`src/rtl/exec_wb.sv`:
```
// exec_wb: ALU execute stage plus register-file write-back sequencer.
// Define EXEC_WB_MUL_EN to add the 8-cycle shift-add multiply for OP=111.
module exec_wb (
  input  logic       CLK,
  input  logic       RESET,
  input  logic       START,
  input  logic [2:0] OP,
  input  logic [7:0] OPA,
  input  logic [7:0] OPB,
  input  logic [7:0] OPC,
  input  logic [1:0] DST,
  output logic [7:0] RESULT,
  output logic       MRWE,
  output logic       WA1,
  output logic       WA0,
  output logic       BUSY,
  output logic       DONE,
  output logic [3:0] FLAGS
);

  localparam logic [2:0] OP_ADD = 3'b000;
  localparam logic [2:0] OP_SUB = 3'b001;
  localparam logic [2:0] OP_AND = 3'b010;
  localparam logic [2:0] OP_OR  = 3'b011;
  localparam logic [2:0] OP_XOR = 3'b100;
  localparam logic [2:0] OP_SHL = 3'b101;
  localparam logic [2:0] OP_SHR = 3'b110;

`ifdef EXEC_WB_MUL_EN
  localparam logic [2:0] OP_MUL = 3'b111;

  typedef enum logic [1:0] {
    S_IDLE = 2'd0,
    S_EXEC = 2'd1,
    S_WB   = 2'd2,
    S_MUL  = 2'd3
  } state_t;
`else
  typedef enum logic [1:0] {
    S_IDLE = 2'd0,
    S_EXEC = 2'd1,
    S_WB   = 2'd2
  } state_t;
`endif

  state_t     state_q, state_d;
  logic [2:0] op_q, op_d;
  logic [7:0] a_q, a_d;
  logic [7:0] b_q, b_d;
  logic       cin_q, cin_d;
  logic [1:0] dst_q, dst_d;
  logic [7:0] result_q, result_d;
  logic [3:0] flags_q, flags_d;
  logic       mrwe_q, mrwe_d;
  logic       done_q, done_d;

  // Only the carry-in bit of the constant port matters.
  logic unused_opc;
  assign unused_opc = ^OPC[7:1];

  logic [7:0] addend;
  logic [8:0] sum;
  logic [7:0] alu_res;
  logic       alu_c;
  logic       alu_v;
  logic       alu_wr;

  always_comb begin
    addend  = (op_q == OP_SUB) ? ~b_q : b_q;
    sum     = {1'b0, a_q} + {1'b0, addend}
            + {8'h00, cin_q};
    alu_res = 8'h00;
    alu_c   = 1'b0;
    alu_v   = 1'b0;
    alu_wr  = 1'b1;
    case (op_q)
      OP_ADD, OP_SUB: begin
        alu_res = sum[7:0];
        alu_c   = sum[8];
        alu_v   = (a_q[7] == addend[7])
                && (sum[7] != a_q[7]);
      end
      OP_AND: alu_res = a_q & b_q;
      OP_OR:  alu_res = a_q | b_q;
      OP_XOR: alu_res = a_q ^ b_q;
      OP_SHL: begin
        alu_res = {a_q[6:0], cin_q};
        alu_c   = a_q[7];
      end
      OP_SHR: begin
        alu_res = {cin_q, a_q[7:1]};
        alu_c   = a_q[0];
      end
      default: alu_wr = 1'b0;
    endcase
  end

`ifdef EXEC_WB_MUL_EN
  logic [2:0]  cnt_q, cnt_d;
  logic [15:0] prod_q, prod_d;
  logic [8:0]  mul_sum;
  logic [15:0] prod_step;

  // Right-shifting product register: {partial, multiplier}.
  always_comb begin
    mul_sum   = {1'b0, prod_q[15:8]}
              + (prod_q[0] ? {1'b0, a_q} : 9'h000);
    prod_step = {mul_sum, prod_q[7:1]};
  end
`endif

  always_comb begin
    state_d  = state_q;
    op_d     = op_q;
    a_d      = a_q;
    b_d      = b_q;
    cin_d    = cin_q;
    dst_d    = dst_q;
    result_d = result_q;
    flags_d  = flags_q;
    mrwe_d   = 1'b0;
    done_d   = 1'b0;
`ifdef EXEC_WB_MUL_EN
    cnt_d    = cnt_q;
    prod_d   = prod_q;
`endif
    case (state_q)
      S_IDLE: begin
        if (START) begin
          op_d    = OP;
          a_d     = OPA;
          b_d     = OPB;
          cin_d   = OPC[0];
          dst_d   = DST;
          state_d = S_EXEC;
`ifdef EXEC_WB_MUL_EN
          if (OP == OP_MUL) begin
            state_d = S_MUL;
            cnt_d   = 3'd0;
            prod_d  = {8'h00, OPB};
          end
`endif
        end
      end
      S_EXEC: begin
        state_d = S_WB;
        done_d  = 1'b1;
        mrwe_d  = alu_wr;
        if (alu_wr) begin
          result_d = alu_res;
          flags_d  = {alu_res == 8'h00, alu_res[7],
                      alu_c, alu_v};
        end
      end
`ifdef EXEC_WB_MUL_EN
      S_MUL: begin
        prod_d = prod_step;
        cnt_d  = cnt_q + 3'd1;
        if (cnt_q == 3'd7) begin
          state_d  = S_WB;
          done_d   = 1'b1;
          mrwe_d   = 1'b1;
          result_d = prod_step[7:0];
          flags_d  = {prod_step[7:0] == 8'h00,
                      prod_step[7],
                      |prod_step[15:8], 1'b0};
        end
      end
`endif
      S_WB:    state_d = S_IDLE;
      default: state_d = S_IDLE;
    endcase
  end

  always_ff @(posedge CLK or posedge RESET) begin
    if (RESET) begin
      state_q  <= S_IDLE;
      op_q     <= 3'b000;
      a_q      <= 8'h00;
      b_q      <= 8'h00;
      cin_q    <= 1'b0;
      dst_q    <= 2'b00;
      result_q <= 8'h00;
      flags_q  <= 4'b0000;
      mrwe_q   <= 1'b0;
      done_q   <= 1'b0;
`ifdef EXEC_WB_MUL_EN
      cnt_q    <= 3'd0;
      prod_q   <= 16'h0000;
`endif
    end else begin
      state_q  <= state_d;
      op_q     <= op_d;
      a_q      <= a_d;
      b_q      <= b_d;
      cin_q    <= cin_d;
      dst_q    <= dst_d;
      result_q <= result_d;
      flags_q  <= flags_d;
      mrwe_q   <= mrwe_d;
      done_q   <= done_d;
`ifdef EXEC_WB_MUL_EN
      cnt_q    <= cnt_d;
      prod_q   <= prod_d;
`endif
    end
  end

  assign RESULT = result_q;
  assign FLAGS  = flags_q;
  assign MRWE   = mrwe_q;
  assign DONE   = done_q;
  assign WA1    = dst_q[1];
  assign WA0    = dst_q[0];
  assign BUSY   = (state_q != S_IDLE);

endmodule

```
`config.mk`:
```
export PLATFORM = sky130hd
export DESIGN_NAME = exec_wb
export DESIGN_NICKNAME = d
export VERILOG_FILES = /design/src/rtl/exec_wb.sv
export SDC_FILE = /design/constraint.sdc
export NUM_CORES = 1
export LEC_CHECK = 0
export CAP_MARGIN = 40
export CORE_AREA = 2 2 73 75
export DETAILED_ROUTE_END_ITERATION = 10
export DIE_AREA = 0 0 75 77
export PLACE_DENSITY = 0.86
export SETUP_SLACK_MARGIN = 0.3
export SLEW_MARGIN = 15
export SYNTH_ARGS = -nofsm -noshare
export SYNTH_HDL_FRONTEND = slang
export SYNTH_SLANG_ARGS = --single-unit
```
`constraint.sdc`:
```
create_clock -name CLK -period 9.2 [get_ports CLK]
set_clock_uncertainty 0.2 [all_clocks]
set_input_delay 1.84 -clock CLK [delete_from_list [all_inputs] [get_ports CLK]]
set_output_delay 1.84 -clock CLK [all_outputs]
set_load 0.1 [all_outputs]
```
==> metrics.md <==
| Metric | Value |
|---|---|
| Gate Count Post-Synth | `272` |
| Vias in the first global route | `2227` |
| Main area contributors after synthesis | `dfrtp_1 36%, ha_1 11%, nand2_1 4.8%` |
| DR vias/cell | `5.501` |
| Post-cts gate resize count | `0` |
| #FFs+latches synth | `37` |
| CTS buffer count | `5` |
| Max VDD drop | `0.1659 mV` |
| Post-synth EDFFs | `0` |
| Final period util | `43.80%` |
| CTS tree | `done` |
| Reg2reg end | `FLAGS[3]` |
| Filler cells | `381` |
| Required time worst endpoint | `9.20 ns` |
| Max Clk Rate | `248.2 MHz` |
| Yosys top cell area share | `36.15%` |
| Sequential area share after synthesis | `36.15%` |
| Area leader, netlist | `dfrtp_1` |
| Hold Path Class | `reg -> reg` |
| Asr flop ratio synth | `100.0%` |
| Antenna Cells | `0` |
| HPWL after detailed placement | `4.513 mm` |
| Pwr Total | `1.108 mW` |
| Crit Path Max Fanout | `25` |
| Worst R2R Path Depth | `12` |
| Final nets | `383` |
| Max-Cap Viols | `0` |
| Drt first pass iters | `4` |
| Run status | `finished clean` |
| CTS Buffer Depth | `2` |
| P_leak | `1.496 nW` |
| 1st-iter DRT viols | `196` |
| RSZ-0062 raised after global routing | `false` |
| Worst-Margin Slew | `0.8144 ns` |
| Register area | `925.9 um2` |
| Crit Path Category | `reg -> reg` |
| Met3 routed WL | `296 um` |
| Total Wirelength | `5.957 mm` |
| Clock sink total | `37` |
| Initial core utilization | `51.46%` |
| Port bufs | `41` |
| DRC Markers | `0` |
| Core area | `4977 um2` |
| Setup violations, final | `0` |
| GRT Overall Usage | `22.88%` |
| Clk_lat worst skew | `0.30 ns` |
| Relative slew slack | `45.71%` |
| Die Y | `77 um` |
| WL/cell | `15.01 um` |
| Reg2reg start | `op_q[1]` |
| Setup Buffers After CTS | `0` |
| Met2 wire len | `3.018 mm` |
| Clk slew on worst S/H paths | `0.08 ns` |
| Largest net degree at the start of global routing | `42` |
| Die area | `5775 um2` |
| Most used flip-flop cell after synthesis | `dfrtp_1` |
| Fin area | `3363 um2` |
| Top Metal Used | `met4` |
| Final Hold Viols | `0` |
| Share of cells above drive strength 1 | `15.60%` |
| GP Congestion | `0.9179` |
| Pins Over Slew Limit | `0` |
| H-Tree Depth | `2` |
| Worst hold start | `state_q[1]` |
| Initial antenna violation count | `0` |
| Hold-fix buffers at CTS | `0` |
| CTS root buf | `clkbuf_8` |
| Final worst slack | `5.170 ns` |
| Startpoint types | `register` |
| PD cells | `329.5 nW/um2` |
| Ys Warns | `0` |
| R2R Setup Slk | `5.17 ns` |
| Row count | `26` |
| DP Worst Slack | `5.266 ns` |
| Worst endpoint data arrival time | `4.03 ns` |
| Number of routed nets with antenna violations | `0` |
| Post-DP Area | `3248 um2` |
| P&R area growth vs syn | `31.31%` |
| Synth cell types | `56` |
| Syn Area/Cell | `9.416 um2` |
| Final Critical Period | `4.030 ns` |
| Multi-input gate area | `1453 um2` |
| Worst setup startpoint | `op_q[1]` |
| Post-Syn Nets | `329` |
| Setup crit end kind | `register` |
| Syn Std Cell Area | `2561 um2` |
| # IOs | `49` |
| First-pass GRT wire length | `10.27 mm` |
| Met1 Wirelength | `2.544 mm` |
| CP Capture Point | `FLAGS[3]` |
| Post-Route Setup TNS | `0 ns` |
| GRT overflow | `0` |
| DR vias | `2184` |
| Die W | `75 um` |
[final cells by class]
class	count	share of cell area [%]
multi-input cells	195	43.19
clock buffers	5	2.046
well taps	70	2.604
repair buffers	60	20.24
flip-flops and latches	37	27.53
inverters	27	3.013
clock inverters	3	1.376
[layout by cell type, fill, tap and decap left out, drive strengths merged, types with 4 or more instances in the layout]
cell type / count
nand2: 33
dfrtp: 37
nor2: 13
ha: 23
mux2i: 4
nand2b: 4
nor2b: 7
buf: 19
clkdlybuf4s50: 41
inv: 27
o21ai: 30
clkbuf: 5
mux2: 11
a21oi: 8
xnor2: 9
[cell families (layout without fill, tap and decap cells)]
logic type | Yosys count | after routing | synth area share [%]
AOI/OAI and AO/OA | 69 | 69 | 19.15
xor gates and xnor gates | 11 | 11 | 3.762
adders and majority gates | 25 | 25 | 12.80
buffers and inverters | 40 | 95 | 7.230
DFF | 37 | 37 | 36.15
muxes | 15 | 15 | 6.693
and+or+nand+nor | 75 | 75 | 14.22
[worst min-delay path by stage]
stage	slack, ns	to	cells after the start
floorplan	0.22	state_q[1]	1
global placement	0.23	state_q[1]	1
detailed placement	0.25	state_q[1]	1
CTS	0.27	state_q[1]	1
global route	0.28	state_q[1]	1
finish	0.27	state_q[1]	1
[flip-flops by register name (all words and copies together), names as in the netlist]
register	count
a_q	8
b_q	8
RESULT	7
FLAGS	4
op_q	3
dst_q	2
state_q	2
DONE	1
MRWE	1
cin_q	1
[synth_stat cells (3+ instances only)]
library cell and n:
ha_1 23, buf_4 4, xnor2_1 9, inv_1 26, nor2_1 12, dfrtp_1 37, nand2_1 33, mux2_2 8
clkbuf_1 3, o21ai_0 24, nand2b_1 4, a22o_1 3, mux2i_1 4, a22oi_1 3, nor2b_1 7, a21oi_1 6
buf_2 4, nand3_1 3, nand3b_1 3, o21ai_1 5
[power breakdown]
group | switching, mW | internal, mW | leakage [nW]
Clock | 0.0623 | 0.0811 | 0.0543
Combinational | 0.422 | 0.277 | 0.980
Sequential | 0.0575 | 0.208 | 0.461
[critical path: stages (launching register included)]
cell,delay [ns]
dfrtp_1,0.69
or2_2,0.53
nor2_2,0.47
xnor2_1,0.16
fa_1,0.41
inv_1,0.09
fa_1,0.40
nor2_1,0.12
a311oi_1,0.07
a21oi_1,0.27
and3_1,0.19
nand4_1,0.12
o31ai_2,0.20
[metal layers]
metal  vias to the layer above  global-route usage (%)
met1                      1049                   30.23
met4                         0                   7.679
met5                         -                       0
met3                        11                   4.731
li1                       1050                       -
met2                        74                   36.75
[per-stage QoR]
step                utilization (%)  std cells  hold slack [ns]
global route                  67.57        397           0.2828
CTS                           67.57        397           0.2667
finish                        67.57        397           0.2668
floorplan                         -        272           0.2176
global placement              60.13        372           0.2315
detailed placement            65.26        389           0.2534
Power figures use the tool's default switching activity.
